File: src/rtl/ascii_updown_counter.sv
// Up/down counter that holds its value as ASCII decimal digits, with load, ERR capture and limit pulses.
// WRAP=0 saturates at all "0" / all "9"; WRAP=1 wraps modulo 10^DIGITS.
module ascii_updown_counter #(
  parameter int unsigned DIGITS = 2,
  parameter int unsigned WRAP   = 0
) (
  input  logic                  clock,
  input  logic                  reset,
  input  logic [8*DIGITS-1:0]   ascii_in,
  input  logic                  load,
  input  logic                  up,
  input  logic                  down,
  output logic [8*DIGITS-1:0]   cnt,
  output logic                  done,
  output logic                  err,
  output logic                  ovf,
  output logic                  unf
);

  typedef enum logic [1:0] {
    IDLE = 2'd0,
    RUN  = 2'd1,
    DONE = 2'd2,
    ERR  = 2'd3
  } state_e;

  localparam logic [8*DIGITS-1:0] ALL_ZERO = {DIGITS{8'h30}};
  localparam logic [8*DIGITS-1:0] ALL_NINE = {DIGITS{8'h39}};
  localparam logic [8*DIGITS-1:0] ALL_E    = {DIGITS{8'h45}};

  state_e                state_q, state_d;
  logic [8*DIGITS-1:0]   cnt_q, cnt_d;
  logic                  done_q, done_d;
  logic                  err_q, err_d;
  logic                  ovf_q, ovf_d;
  logic                  unf_q, unf_d;

  function automatic logic [8*DIGITS-1:0] bcd_inc(input logic [8*DIGITS-1:0] v);
    logic       carry;
    logic [7:0] dig;
    bcd_inc = v;
    carry   = 1'b1;
    for (int unsigned i = 0; i < DIGITS; i++) begin
      dig = v[8*i +: 8];
      if (carry) begin
        if (dig == 8'h39) begin
          dig = 8'h30;
        end else begin
          dig   = dig + 8'd1;
          carry = 1'b0;
        end
      end
      bcd_inc[8*i +: 8] = dig;
    end
  endfunction

  function automatic logic [8*DIGITS-1:0] bcd_dec(input logic [8*DIGITS-1:0] v);
    logic       borrow;
    logic [7:0] dig;
    bcd_dec = v;
    borrow  = 1'b1;
    for (int unsigned i = 0; i < DIGITS; i++) begin
      dig = v[8*i +: 8];
      if (borrow) begin
        if (dig == 8'h30) begin
          dig = 8'h39;
        end else begin
          dig    = dig - 8'd1;
          borrow = 1'b0;
        end
      end
      bcd_dec[8*i +: 8] = dig;
    end
  endfunction

  function automatic logic all_decimal(input logic [8*DIGITS-1:0] v);
    all_decimal = 1'b1;
    for (int unsigned i = 0; i < DIGITS; i++) begin
      if (v[8*i +: 8] < 8'h30 || v[8*i +: 8] > 8'h39) all_decimal = 1'b0;
    end
  endfunction

  logic                step_up, step_dn;
  logic [8*DIGITS-1:0] inc_val, dec_val;

  always_comb begin
    step_up = up & ~down;
    step_dn = down & ~up;
    inc_val = bcd_inc(cnt_q);
    dec_val = bcd_dec(cnt_q);
    state_d = state_q;
    cnt_d   = cnt_q;
    ovf_d   = 1'b0;
    unf_d   = 1'b0;

    if (load) begin
      if (all_decimal(ascii_in)) begin
        cnt_d   = ascii_in;
        state_d = (ascii_in == ALL_ZERO) ? DONE : RUN;
      end else begin
        cnt_d   = ALL_E;
        state_d = ERR;
      end
    end else if (state_q == RUN || state_q == DONE) begin
      // Limits are detected on the value itself; all "0" only ever coexists with DONE.
      if (step_up) begin
        if (cnt_q == ALL_NINE) begin
          ovf_d = 1'b1;
          if (WRAP != 0) begin
            cnt_d   = ALL_ZERO;
            state_d = DONE;
          end
        end else begin
          cnt_d   = inc_val;
          state_d = RUN;
        end
      end else if (step_dn) begin
        if (cnt_q == ALL_ZERO) begin
          unf_d = 1'b1;
          if (WRAP != 0) begin
            cnt_d   = ALL_NINE;
            state_d = RUN;
          end
        end else begin
          cnt_d   = dec_val;
          state_d = (dec_val == ALL_ZERO) ? DONE : RUN;
        end
      end
    end

    done_d = (state_d == DONE);
    err_d  = (state_d == ERR);
  end

  always_ff @(posedge clock) begin
    if (!reset) begin
      state_q <= IDLE;
      cnt_q   <= ALL_ZERO;
      done_q  <= 1'b0;
      err_q   <= 1'b0;
      ovf_q   <= 1'b0;
      unf_q   <= 1'b0;
    end else begin
      state_q <= state_d;
      cnt_q   <= cnt_d;
      done_q  <= done_d;
      err_q   <= err_d;
      ovf_q   <= ovf_d;
      unf_q   <= unf_d;
    end
  end

  assign cnt  = cnt_q;
  assign done = done_q;
  assign err  = err_q;
  assign ovf  = ovf_q;
  assign unf  = unf_q;

endmodule

File: config.mk
export PLATFORM = sky130hd
export DESIGN_NAME = ascii_updown_counter
export DESIGN_NICKNAME = d
export VERILOG_FILES = /design/src/rtl/ascii_updown_counter.sv
export SDC_FILE = /design/constraint.sdc
export NUM_CORES = 1
export LEC_CHECK = 0
export ABC_AREA = 1
export CAP_MARGIN = 20
export CORE_ASPECT_RATIO = 1.2
export CORE_MARGIN = 3
export CORE_UTILIZATION = 40
export CTS_BUF_LIST = sky130_fd_sc_hd__clkbuf_4 sky130_fd_sc_hd__clkbuf_8
export CTS_CLUSTER_DIAMETER = 50
export DETAILED_ROUTE_END_ITERATION = 8
export GPL_ROUTABILITY_DRIVEN = 0
export PLACE_DENSITY = 0.77
export SLEW_MARGIN = 5
export SYNTH_ARGS = -nofsm -noshare
export SYNTH_HDL_FRONTEND = slang
export SYNTH_SLANG_ARGS = --single-unit
File: constraint.sdc
create_clock -name clock -period 1.9 [get_ports clock]
set_input_delay 0.38 -clock clock [delete_from_list [all_inputs] [get_ports clock]]
set_output_delay 0.38 -clock clock [all_outputs]
set_load 0.01 [all_outputs]
==> results of run 1 <==
==> worst min-delay path, cell delays in order, from the launching register on <==
cell and delay (ns):
dfxtp_4 0.39, a21oi_1 0.07, o211ai_1 0.07
==> synth_stat cells (4+ instances only) <==
cell	instances
a21oi_1	26
xor2_1	9
nor2_2	4
inv_1	32
dfxtp_1	22
inv_2	8
nor3_1	6
ha_1	6
nand2_1	67
buf_2	5
nand3_1	28
nor2_1	46
o21ai_0	24
==> through the flow <==
stage | instance area (µm²) | utilization, % | power, mW | TNS (ns)
after floorplan | 1962 | - | 1.020 | 0
after global placement | 2873 | 61.62 | 1.416 | -1.884
after detailed placement | 2873 | 61.62 | 1.430 | -2.588
after CTS | 3083 | 66.13 | 1.979 | -0.02084
after global routing | 3221 | 69.08 | 2.204 | -1.175
final | 3221 | 69.08 | 2.088 | -0.08097
==> cells by family (layout without fill, tap and decap cells) <==
kind of cell | after synthesis | count (layout) | synth area share (%)
AND/OR/NAND/NOR | 166 | 167 | 38.23
AO/OA/AOI/OAI | 71 | 71 | 20.93
buffers and inverters | 48 | 157 | 10.08
flip-flops | 22 | 22 | 22.46
XOR/XNOR | 10 | 10 | 4.467
adder cells (fa/ha/maj) | 6 | 6 | 3.829
==> worst min-delay path by stage <==
stage | start | cells past startpoint | to
6_report | cnt[4] | 2 | cnt[4]
5_1_grt | cnt[4] | 2 | cnt[4]
3_3_place_gp | cnt[14] | 2 | cnt[14]
3_5_place_dp | cnt[14] | 2 | cnt[14]
2_1_floorplan | up | 1 | unf
4_1_cts | cnt[14] | 2 | cnt[14]
==> routing by layer <==
layer / share of wire [%] / up-vias
li1: - / 1298
met1: 38 / 1171
met2: 49 / 157
met3: 7.6 / 44
met4: 4.9 / 0
met5: 0 / -
==> cell usage in the layout, fill, tap and decap left out, types with 5 or more instances in the layout <==
| cell | count |
|---|---|
| nand3_1 | 24 |
| nor2_1 | 38 |
| dfxtp_1 | 17 |
| clkdlybuf4s50_1 | 40 |
| inv_2 | 15 |
| nand2_2 | 16 |
| nand2_1 | 52 |
| nor2_2 | 10 |
| a21oi_1 | 24 |
| o21ai_1 | 5 |
| o21ai_0 | 20 |
| xor2_1 | 7 |
| buf_4 | 69 |
| inv_1 | 24 |
==> registers in the layout, indices dropped and copies added, names as in the netlist <==
register and count:
state_q 2, cnt 16, unf 1, err 1, ovf 1, done 1
==> area by class of cell <==
type / count / area [µm²] / share of cell area, %
Multi-Input combinational cell: 254 / 1503 / 46.66
Clock buffer: 3 / 41.29 / 1.282
Tap cell: 58 / 72.57 / 2.253
Inverter: 40 / 152.6 / 4.740
Sequential cell: 22 / 449.2 / 13.95
Clock inverter: 1 / 30.03 / 0.9324
Timing Repair Buffer: 113 / 972.2 / 30.19
==> power breakdown <==
group,switching (mW),total [mW],internal (mW)
sequential,0.0398,0.545,0.505
combinational,0.566,1.07,0.508
clock,0.187,0.469,0.282
==> timing repair <==
item | in CTS | in global routing
pin swaps | 14 | 24
endpoints found under the hold margin | 0 | 0
gates cloned | 1 | 0
gates resized for setup | 24 | 41
setup buffers | 5 | 5
endpoints found under the setup margin | 18 | 20
==> impl_metrics.env, run 1 <==
export IMPL_setup_viol=4
export IMPL_io_pin_count=41
export IMPL_first_iter_violations=263
export IMPL_cp_num_cells=14
export IMPL_fin_ws_ns=-0.03642
export IMPL_stdcell_count=491
export IMPL_synth_area_mm2=0.001961
export IMPL_worstMarginPinSlew_ns=0.3502
export IMPL_gr_total_overflow=0
export IMPL_top_usage_layer="met2"
export IMPL_grt_util_met2_pct=45.75
export IMPL_cpPeakStageDelay_ns=0.33
export IMPL_drv_slew=0
export IMPL_cp_start_kind="register"
export IMPL_maxCapViolations=0
export IMPL_end_kind="register"
export IMPL_timing_rr_start="cnt[0]"
export IMPL_ys_seq_area_share_pct=22.46
export IMPL_synthFlopType="dfxtp_1"
export IMPL_cp_cell_sequence="inv_2 -> ha_4 -> nand3_4 -> buf_6 -> nor2_4 -> nand3_2 -> nand2_2 -> nand2_1 -> nor2_1 -> nand3_2 -> nand2_2 -> nand2_2 -> a21oi_2 -> nor2_1"
export IMPL_hp_class="register to register"
export IMPL_grt_total_usage_pct=24.91
export IMPL_skew_ns=0.007754
export IMPL_finalCriticalPeriod_ns=1.936
export IMPL_drive_above_1_share_pct=34.64
export IMPL_n_antenna_cell=0
export IMPL_clock_latency_ns=0.28
export IMPL_syn_instance_count=323
export IMPL_cp_endpoint="state_q[0]"
export IMPL_ys_types=37
export IMPL_antenna_found_initial=0
export IMPL_fmax_mhz=516.4
export IMPL_layout_nets=461
export IMPL_core_mm2=0.004662
export IMPL_first_global_vias=2588
export IMPL_wirelength_mm=7.264
export IMPL_slew_limit_headroom_pct=76.57
export IMPL_yosys_top_cells_area="dfxtp_1 22%, nand2_1 13%, nor2_1 8.8%"
export IMPL_dieArea_mm2=0.005781
export IMPL_area_growth_pct=64.26
export IMPL_initial_core_util_pct=42.06
export IMPL_met1_usage_pct=28.13
export IMPL_cts_tree="yes"
export IMPL_use_met3_pct=3.148
export IMPL_rows=27
export IMPL_synth_top_area_share_pct=22.46
export IMPL_fin_crit_sh_pct=101.9
export IMPL_r2r_end="state_q[0]"
export IMPL_r2r_cells=14
export IMPL_grt_pass1_wl_mm=11.61
export IMPL_routedWlPerCell_um=14.79
export IMPL_leakagePower_nw=1.437
export IMPL_cts_max_path_buffers=2
export IMPL_hold_violations=0
export IMPL_max_vdd_ir_drop_mv=0.3488
export IMPL_path_class="register to register"
export IMPL_synth_area_leader_cell="dfxtp_1"
export IMPL_p_per_area_mw_per_mm2=648.4
export IMPL_n_fill_cell=369
export IMPL_cts_sinks=22
export IMPL_cp_startpoint="cnt[0]"
export IMPL_status="finished with violations"
export IMPL_antenna_left=0
export IMPL_crit_arrival_ns=2.11
export IMPL_failed_checks="setup timing"
export IMPL_cp_common_cell="nand2_2"
export IMPL_synth_yosys_warnings=0
export IMPL_synth_edf_count=0
export IMPL_first_pass_iters=5
export IMPL_fp_dieW_um=69.91
export IMPL_cp_max_fo=5
export IMPL_crit_buf_inv=2
export IMPL_cp_required_ns=2.07
export IMPL_cts_hold_buffers_added=0
export IMPL_rsz0062_at_grt="true"
export IMPL_async_flop_share_pct=0
export IMPL_syn_area_per_cell_um2=6.070
export IMPL_numCtsBuffers=3
export IMPL_drc=0
export IMPL_vias=2670
export IMPL_dpl_worst_slack_ns=-0.1901
export IMPL_worst_r2r_setup_slack_ns=-0.04
export IMPL_grt_max_degree=14
export IMPL_worst_hold_slack_ns=0.5485
export IMPL_ctsRootBufferMaster="clkbuf_8"
export IMPL_placed_cells=476
export IMPL_viasPerCell=5.438
export IMPL_cp_top_family="simple AND/OR/NAND/NOR gates"
export IMPL_clk_pin_slew_ns=0.10
export IMPL_syn_nets=350
export IMPL_hpwl_mm=5.094
export IMPL_cp_slowest_cell="dfxtp_2"
export IMPL_cts_htree_levels=1
export IMPL_synth_seq_cells=22
export IMPL_die_y_um=82.70
export IMPL_port_buffers=40
(Power assumes the default switching activity.)
==> run 2: changes to the inputs <==
- MAX_ROUTING_LAYER: unset -> met4
==> run 2 against run 1 <==
The run still ends with setup timing left. Clock skew rose by 0.0012 ns. Cell area rose by 2.1%. Wire length grew 3.8%. Utilization grew 1.4 points. Hold slack lost 0.0051 ns. Register-to-register slack got worse by 0.02 ns. Global-route usage grew 0.87 points. Power rose by 2.1%.
==> impl_metrics.env, run 2 (synthesis gave the netlist of run 1 again) <==
export IMPL_status="finished with violations"
export IMPL_failed_checks="setup timing"
export IMPL_p_per_area_mw_per_mm2=648.3
export IMPL_max_vdd_ir_drop_mv=0.3501
export IMPL_crit_arrival_ns=2.16
export IMPL_fp_dieW_um=69.91
export IMPL_cp_required_ns=2.11
export IMPL_leakagePower_nw=1.470
export IMPL_clock_latency_ns=0.28
export IMPL_initial_core_util_pct=42.06
export IMPL_cp_common_cell="inv_2"
export IMPL_maxCapViolations=0
export IMPL_fin_ws_ns=-0.05380
export IMPL_cp_slowest_cell="dfxtp_2"
export IMPL_fmax_mhz=511.8
export IMPL_fin_crit_sh_pct=102.8
export IMPL_cts_tree="yes"
export IMPL_grt_max_degree=14
export IMPL_antenna_found_initial=0
export IMPL_vias=2694
export IMPL_setup_viol=7
export IMPL_cp_top_family="compound AO/OA/AOI/OAI gates"
export IMPL_hold_violations=0
export IMPL_routedWlPerCell_um=15.20
export IMPL_die_y_um=82.70
export IMPL_cts_max_path_buffers=2
export IMPL_cpPeakStageDelay_ns=0.33
export IMPL_worstMarginPinSlew_ns=0.3720
export IMPL_drv_slew=0
export IMPL_area_growth_pct=67.71
export IMPL_viasPerCell=5.431
export IMPL_final_common_cell="buf_4"
export IMPL_setup_tns_ns=-0.1947
export IMPL_path_class="register to register"
export IMPL_dpl_worst_slack_ns=-0.1901
export IMPL_wirelength_mm=7.537
export IMPL_first_iter_violations=259
export IMPL_cts_sinks=22
export IMPL_ctsRootBufferMaster="clkbuf_8"
export IMPL_gr_total_overflow=0
export IMPL_cts_htree_levels=1
export IMPL_hpwl_mm=5.094
export IMPL_drive_above_1_share_pct=36.53
export IMPL_core_mm2=0.004662
export IMPL_port_buffers=40
export IMPL_grt_pass1_wl_mm=11.66
export IMPL_first_global_vias=2581
export IMPL_worst_hold_slack_ns=0.5434
export IMPL_crit_buf_inv=4
export IMPL_skew_ns=0.008979
export IMPL_first_pass_iters=6
export IMPL_finalCriticalPeriod_ns=1.954
export IMPL_numCtsBuffers=3
export IMPL_clk_pin_slew_ns=0.10
export IMPL_hp_class="register to register"
export IMPL_dieArea_mm2=0.005781
export IMPL_cp_start_kind="register"
export IMPL_antenna_left=0
export IMPL_io_pin_count=41
export IMPL_layout_nets=466
export IMPL_rows=27
export IMPL_slew_limit_headroom_pct=75.11
export IMPL_cp_cell_sequence="inv_2 -> ha_4 -> nand3_4 -> nor2_8 -> buf_12 -> nand3_1 -> a21oi_2 -> nor2_4 -> buf_4 -> inv_2 -> o211ai_1 -> a21oi_1"
export IMPL_largest_reg_flops=16
export IMPL_utilization_pct=70.53
export IMPL_worst_r2r_setup_slack_ns=-0.05
export IMPL_final_cell_mix="74 x buf_4, 52 x nand2_1, 40 x clkdlybuf4s50_1"
export IMPL_drc=0
export IMPL_end_kind="register"
export IMPL_n_antenna_cell=0
export IMPL_grt_total_usage_pct=25.78
export IMPL_cp_max_fo=5
export IMPL_rsz0062_at_grt="true"
## run 2: path summary, 6_finish.rpt
| path | start | to | cells past startpoint |
|---|---|---|---|
| setup / recovery | cnt[0] | cnt[7] | 12 |
| hold / removal | cnt[4] | cnt[4] | 2 |
| setup reg to reg | cnt[0] | cnt[7] | 12 |
| hold reg to reg | cnt[4] | cnt[4] | 2 |
## run 2: through the flow
step                      instance area (µm²)  instances  power [mW]
after floorplan                          1962        323       1.020
after global placement                   2873        476       1.416
after detailed placement                 2873        476       1.430
after CTS                                3083        486       1.979
after global routing                     3288        496       2.248
final                                    3288        496       2.132
## run 2: worst reg2reg max path: stages (launching register included)
cell and delay [ns]:
dfxtp_2 0.33, inv_2 0.07, ha_4 0.16, nand3_4 0.11
nor2_8 0.20, buf_12 0.13, nand3_1 0.09, a21oi_2 0.23
nor2_4 0.08, buf_4 0.15, inv_2 0.08, o211ai_1 0.12
a21oi_1 0.14
## run 2: repair_timing
item / CTS / global route
hold buffers: 0 / 0
setup endpoints to repair: 18 / 20
gates cloned: 1 / 0
pin swaps: 14 / 25
gates resized for setup: 24 / 50
setup buffers: 5 / 10
## run 2: cell type report
| class | instances | area, µm² |
|---|---|---|
| Clock buffer | 3 | 41.29 |
| Clock inverter | 1 | 30.03 |
| Fill cell | 353 | 1374 |
| Inverter | 40 | 152.6 |
| Multi-Input combinational cell | 254 | 1533 |
| Sequential cell | 22 | 449.2 |
| Tap cell | 58 | 72.57 |
| Timing Repair Buffer | 118 | 1010 |
## run 2: routing by layer
layer / global-route usage, % / part of all wire (%) / vias up
met3: 3.148 / 7.0 / 39
met4: 13.79 / 4.7 / 0
met2: 45.75 / 50 / 153
li1: - / - / 1308
met1: 28.56 / 38 / 1194
met5: - / 0 / -
## run 2: power by group
| part | leakage (nW) | switching [mW] | total (mW) | internal, mW |
|---|---|---|---|---|
| sequential | 0.183 | 0.0391 | 0.544 | 0.505 |
| combinational | 1.25 | 0.590 | 1.12 | 0.533 |
| clock | 0.0357 | 0.183 | 0.465 | 0.282 |
